<file path="src/rtl/chopper_sequencer.sv">
`default_nettype none
// ============================================================================
// Module      : chopper_sequencer
// Description : Two-channel peak-current chopper sequencer. Each bridge
//               (channel 0 = A, channel 1 = B) runs an independent
//               BLANK -> SENSE -> OFF cycle. The blank and off countdowns
//               are consumed by the bridge-drive logic. A sticky
//               minimum-on-time fault is shared by both channels.
// Revision    : 1.0  initial release
// ----------------------------------------------------------------------------
// Ports
//   clk                     system clock
//   resetn                  synchronous active-low reset
//   enable                  driver enable; low parks both channels in IDLE
//   config_blanktime[7:0]   blank period in cycles, sampled at load
//   config_offtime[9:0]     off period in cycles, sampled at load
//   config_minimum_on_time  minimum BLANK-start-to-off-request distance
//   offtimer_en[1:0]        per-channel off request (comparator tripped)
//   phase_step[1:0]         per-channel microstep phase-change pulse
//   blank_timer0/1[7:0]     blank countdown, 0 = not blanking
//   off_timer0/1[9:0]       off countdown, 0 = not in off time
//   off_active[1:0]         channel currently in OFF
//   faultn                  sticky minimum-on fault, active low
//   chop_count0/1[15:0]     wrapping count of OFF entries per channel
// ============================================================================
module chopper_sequencer (
    input  logic        clk,
    input  logic        resetn,
    input  logic        enable,
    input  logic [7:0]  config_blanktime,
    input  logic [9:0]  config_offtime,
    input  logic [7:0]  config_minimum_on_time,
    input  logic [1:0]  offtimer_en,
    input  logic [1:0]  phase_step,
    output logic [7:0]  blank_timer0,
    output logic [7:0]  blank_timer1,
    output logic [9:0]  off_timer0,
    output logic [9:0]  off_timer1,
    output logic [1:0]  off_active,
    output logic        faultn,
    output logic [15:0] chop_count0,
    output logic [15:0] chop_count1
);

    typedef enum logic [1:0] {
        ST_IDLE  = 2'd0,
        ST_BLANK = 2'd1,
        ST_SENSE = 2'd2,
        ST_OFF   = 2'd3
    } state_t;

    localparam int NUM_CH = 2;

    // Per-channel state, indexed by channel number.
    state_t      state_q [NUM_CH];
    state_t      state_d [NUM_CH];
    logic [7:0]  blank_q [NUM_CH];
    logic [7:0]  blank_d [NUM_CH];
    logic [9:0]  off_q   [NUM_CH];
    logic [9:0]  off_d   [NUM_CH];
    logic [7:0]  oncnt_q [NUM_CH];
    logic [7:0]  oncnt_d [NUM_CH];
    logic [15:0] chop_q  [NUM_CH];
    logic [15:0] chop_d  [NUM_CH];

    logic        faultn_q;
    logic        faultn_d;
    logic [1:0]  fault_set;

    // ------------------------------------------------------------------------
    // Next-state logic for both channels.
    // ------------------------------------------------------------------------
    always_comb begin
        fault_set = 2'b00;
        for (int i = 0; i < NUM_CH; i++) begin
            state_d[i] = state_q[i];
            blank_d[i] = blank_q[i];
            off_d[i]   = off_q[i];
            oncnt_d[i] = oncnt_q[i];
            chop_d[i]  = chop_q[i];

            if (!enable) begin
                // Disable parks the channel but keeps chop_count history.
                state_d[i] = ST_IDLE;
                blank_d[i] = 8'd0;
                off_d[i]   = 10'd0;
                oncnt_d[i] = 8'd0;
            end else begin
                case (state_q[i])
                    ST_IDLE: begin
                        state_d[i] = ST_BLANK;
                        blank_d[i] = config_blanktime;
                        oncnt_d[i] = 8'd0;
                    end

                    ST_BLANK: begin
                        oncnt_d[i] = (oncnt_q[i] == 8'hFF) ? 8'hFF : oncnt_q[i] + 8'd1;
                        // A loaded 0 leaves after one cycle, same as a 1.
                        if (blank_q[i] <= 8'd1) begin
                            state_d[i] = ST_SENSE;
                            blank_d[i] = 8'd0;
                        end else begin
                            blank_d[i] = blank_q[i] - 8'd1;
                        end
                    end

                    ST_SENSE: begin
                        oncnt_d[i] = (oncnt_q[i] == 8'hFF) ? 8'hFF : oncnt_q[i] + 8'd1;
                        // The off request has priority over a phase step.
                        if (offtimer_en[i]) begin
                            state_d[i] = ST_OFF;
                            off_d[i]   = config_offtime;
                            chop_d[i]  = chop_q[i] + 16'd1;
                            // on_count is compared before this cycle's increment.
                            if (oncnt_q[i] < config_minimum_on_time) begin
                                fault_set[i] = 1'b1;
                            end
                        end else if (phase_step[i]) begin
                            state_d[i] = ST_BLANK;
                            blank_d[i] = config_blanktime;
                            oncnt_d[i] = 8'd0;
                        end
                    end

                    ST_OFF: begin
                        // offtime 0 still produces a single OFF cycle.
                        if (off_q[i] <= 10'd1) begin
                            state_d[i] = ST_BLANK;
                            off_d[i]   = 10'd0;
                            blank_d[i] = config_blanktime;
                            oncnt_d[i] = 8'd0;
                        end else begin
                            off_d[i] = off_q[i] - 10'd1;
                        end
                    end

                    default: begin
                        state_d[i] = ST_IDLE;
                        blank_d[i] = 8'd0;
                        off_d[i]   = 10'd0;
                        oncnt_d[i] = 8'd0;
                    end
                endcase
            end
        end

        // Sticky: once low, only reset brings faultn back high.
        faultn_d = faultn_q & ~(|fault_set);
    end

    // ------------------------------------------------------------------------
    // State registers.
    // ------------------------------------------------------------------------
    always_ff @(posedge clk) begin
        if (!resetn) begin
            for (int i = 0; i < NUM_CH; i++) begin
                state_q[i] <= ST_IDLE;
                blank_q[i] <= 8'd0;
                off_q[i]   <= 10'd0;
                oncnt_q[i] <= 8'd0;
                chop_q[i]  <= 16'd0;
            end
            faultn_q <= 1'b1;
        end else begin
            for (int i = 0; i < NUM_CH; i++) begin
                state_q[i] <= state_d[i];
                blank_q[i] <= blank_d[i];
                off_q[i]   <= off_d[i];
                oncnt_q[i] <= oncnt_d[i];
                chop_q[i]  <= chop_d[i];
            end
            faultn_q <= faultn_d;
        end
    end

    // ------------------------------------------------------------------------
    // Outputs, all taken straight from registers.
    // ------------------------------------------------------------------------
    assign blank_timer0 = blank_q[0];
    assign blank_timer1 = blank_q[1];
    assign off_timer0   = off_q[0];
    assign off_timer1   = off_q[1];
    assign chop_count0  = chop_q[0];
    assign chop_count1  = chop_q[1];
    assign off_active   = {state_q[1] == ST_OFF, state_q[0] == ST_OFF};
    assign faultn       = faultn_q;

endmodule
`default_nettype wire
</file>
<file path="config.mk">
export PLATFORM = sky130hd
export DESIGN_NAME = chopper_sequencer
export DESIGN_NICKNAME = d
export VERILOG_FILES = /design/src/rtl/chopper_sequencer.sv
export SDC_FILE = /design/constraint.sdc
export NUM_CORES = 1
export LEC_CHECK = 0
export ABC_AREA = 1
export ABC_CLOCK_PERIOD_IN_PS = 2000
export BUFFER_PORTS_ARGS = -buffer_cell sky130_fd_sc_hd__clkbuf_2
export CORE_MARGIN = 1.5
export CORE_UTILIZATION = 50
export DETAILED_ROUTE_END_ITERATION = 8
export PLACE_DENSITY_LB_ADDON = 0.12
export SYNTH_ARGS = -nofsm -noshare
export SYNTH_HDL_FRONTEND = slang
export SYNTH_SLANG_ARGS = --single-unit
</file>
<file path="constraint.sdc">
create_clock -name clk -period 2 [get_ports clk]
set_input_delay 0.1 -clock clk [delete_from_list [all_inputs] [get_ports clk]]
set_output_delay 0.1 -clock clk [all_outputs]
set_load 0.01 [all_outputs]
</file>
==> flow_summary.yaml <==
power_and_ir_drop:
  irDropWorstVdd_mv: 0.515
  power_density_nw_per_um2: 598
  power_leakage_nw: 3.19
worst_setup_path:
  worstPathRequired_ns: 2.25
  crit_family: "compound AO/OA/AOI/OAI gates"
  critPathLaunchType: "flip-flop"
  slowest_delay_ns: 0.33
  path_cells: "inv_1 > ha_1 > o21ai_2 > o21ai_4 > nand2_4 > inv_1 > nand2_1 > nor2_1 > nor2_1"
  path_buf_inv: 2
  cp_slowest_cell: "dfxtp_1"
  worst-setup-path-type: "flip-flop to flip-flop"
  rr_worst_depth: 9
  r2r_start: "off_q[0][0]"
  rrSetupSlack_ns: 0.22
  worst_ep_arrival_time_ns: 2.03
  cp_max_fo: 13
  r2r-end: "blank_q[0][7]"
  end_kind: "flip-flop"
logic_synthesis:
  synthFlopType: "dfxtp_1"
  synth_fp_nets: 966
  synth_edf_count: 0
  synthCells: 899
  synth_warnings: 0
  yosysTopAreaCellShare_pct: 31.0
  synth_cell_types: 36
  synthArstFlopShare_pct: 0
  ys_ff_latch: 89
  synth_most_common_cell: "nand2_1"
  synth_common_cells: "nand2_1 (217), nor2_1 (119), inv_1 (113)"
  synth_area_leaders: "dfxtp_1 (31%), nand2_1 (14%), nor2_1 (7.8%)"
  yosysTopAreaCell: "dfxtp_1"
  synth_area_um2: 5740
  avgSynthCellArea_um2: 6.39
  synth_seq_area_share_pct: 31.0
placement:
  place_ws_ns: 0.194
  port_buffers: 103
  dp_hpwl_mm: 10.5
  gp_congestion: 0.857
timing:
  max_clock_freq_mhz: 561
  fin_tns_setup_ns: 0
  clock_skew_ns: 0.00681
  finalCritPeriodShare_pct: 89.1
  worst_slew_pin_slew_ns: 0.502
  setup_viol: 0
  final_max_slew_viol_count: 0
  finalHoldViolations: 0
  slew_headroom_pct: 66.5
  min_period_ns: 1.78
  layout_setup_ws_ns: 0.217
  rsz0062_at_grt: "no"
drt:
  totalWireLength_mm: 14.2
  firstDrtPassIters: 5
  ant_nets: 0
  drt_iter0_markers: 387
  vias: 5852
  drcViolationCount: 0
  wl_per_cell_um: 12.3
  vias_per_cell: 5.07
finish:
  num-nets-final: 1077
  syn_to_final_growth_pct: 17.3
  final_util_pct: 61.1
  drive_above_1_share_pct: 16.8
  diodes: 0
cts:
  numCtsBuffers: 9
  cts_tree: "yes"
  clock_sinks: 89
  clockRootBuffer: "clkbuf_16"
  htreeDepth: 3
  clock_latency_ns: 0.35
  cts_buffer_depth: 2
  clk_pin_slew_ns: 0.06
min_path:
  hp-class: "input pin to flip-flop"
  holdPathStages: 3
  min_from: "config_offtime[7]"
  hold_path_end: "off_q[0][7]"
global_routing:
  first_global_vias: 5277
  grt_first_pass_wirelength_mm: 23.4
  antenna_found_initial: 0
  grt_util_met2_pct: 41.6
  grtUsageTotal_pct: 24.4
  grt_max_degree: 27
  grt_busiest_layer: "met2"
  grt_util_met1_pct: 30.3
  grt_overflow: 0
  use_met3_pct: 6.41
floorplanning:
  die_area_um2: 12100
  rows: 38
  initial_utilization_pct: 52.1
  core_area_um2: 11000
  fp.dieH_um: 110
  die_w_um: 110
  io_pins: 104
status:
  status: "complete, no violations"
run:
  maxCapViolCount: 0
## power breakdown
part | total (mW) | internal [mW] | switching [mW] | leakage (nW)
sequential | 1.84 | 1.80 | 0.0354 | 0.720
clock | 1.68 | 0.962 | 0.719 | 0.146
combinational | 0.507 | 0.192 | 0.316 | 2.32
total | 4.03 | 2.96 | 1.07 | 3.19
## worst register-to-register path: cells and delay by family (launching register included)
kind / cells / cell delay [ns]
flip-flops: 1 / 0.33
adder cells (fa/ha/maj): 1 / 0.24
AO/OA/AOI/OAI: 2 / 0.43
AND/OR/NAND/NOR: 4 / 0.39
buffers and inverters: 2 / 0.28
## stage by stage
stage          area, um2  power [mW]  std cells  hold WS [ns]
2_1_floorplan       5740        2.23        899         0.238
3_3_place_gp        6430        2.38       1137         0.418
3_5_place_dp        6430        2.38       1137         0.425
4_1_cts             6720        4.08       1153        0.0569
5_1_grt             6740        4.22       1155        0.0611
6_report            6740        4.03       1155        0.0677
## cells by family after synthesis
logic type                 share of synthesized area [%]
buffers and inverters                               9.78
xor gates and xnor gates                            1.68
DFF                                                 31.0
and+or+nand+nor                                     33.8
adders and majority gates                           7.41
AOI/OAI and AO/OA                                   16.3
## layout make-up
class                   instances  area, um2
clock inverters                 6       58.8
inverters                     116        435
multi-input cells             674       3400
repair buffers                120        656
well taps                     140        175
flip-flops and latches         89       1780
clock buffers                  10        229
fillers                      1111       4290
## cell usage in the layout (no fill, tap or decap), types with 13 or more instances in the layout
cell and n:
nand2_1 216, a21oi_1 88, inv_1 113, o21ai_0 63, nand4_1 13, dfxtp_1 89, buf_4 16, clkbuf_2 103
ha_1 34, nor2_1 119, nand3_1 63
## state kept, by name, indices dropped and copies added (netlist names)
signal / count
chop_q: 32
off_q: 20
blank_q: 16
oncnt_q: 16
state_q: 4
faultn: 1
## per-layer routing
| layer | vias to the layer above | wire [um] | part of all wire [%] |
|---|---|---|---|
| met5 | - | 0 | 0 |
| met4 | 0 | 148 | 1.0 |
| met3 | 12 | 870 | 6.1 |
| met2 | 154 | 6570 | 46 |
| met1 | 2566 | 6570 | 46 |
| li1 | 3120 | - | - |
## repair_timing
action,4_1_cts,5_1_grt
buffers inserted,0,2
hold buffers,0,0
endpoints found under the setup margin,0,4
gates resized for setup,0,2
## worst max-delay path by stage
stage	from	end	slack [ns]	cells past startpoint
2_1_floorplan	off_q[0][0]	oncnt_q[0][2]	0.38	8
3_5_place_dp	state_q[0][2]	chop_q[0][28]	0.19	9
4_1_cts	state_q[0][2]	chop_q[0][25]	0.18	9
6_report	off_q[0][0]	blank_q[0][7]	0.22	9
5_1_grt	blank_q[0][0]	state_q[0][1]	0.004	9
3_3_place_gp	state_q[0][0]	chop_q[0][6]	0.22	9
Power figures use the tool's default switching activity.
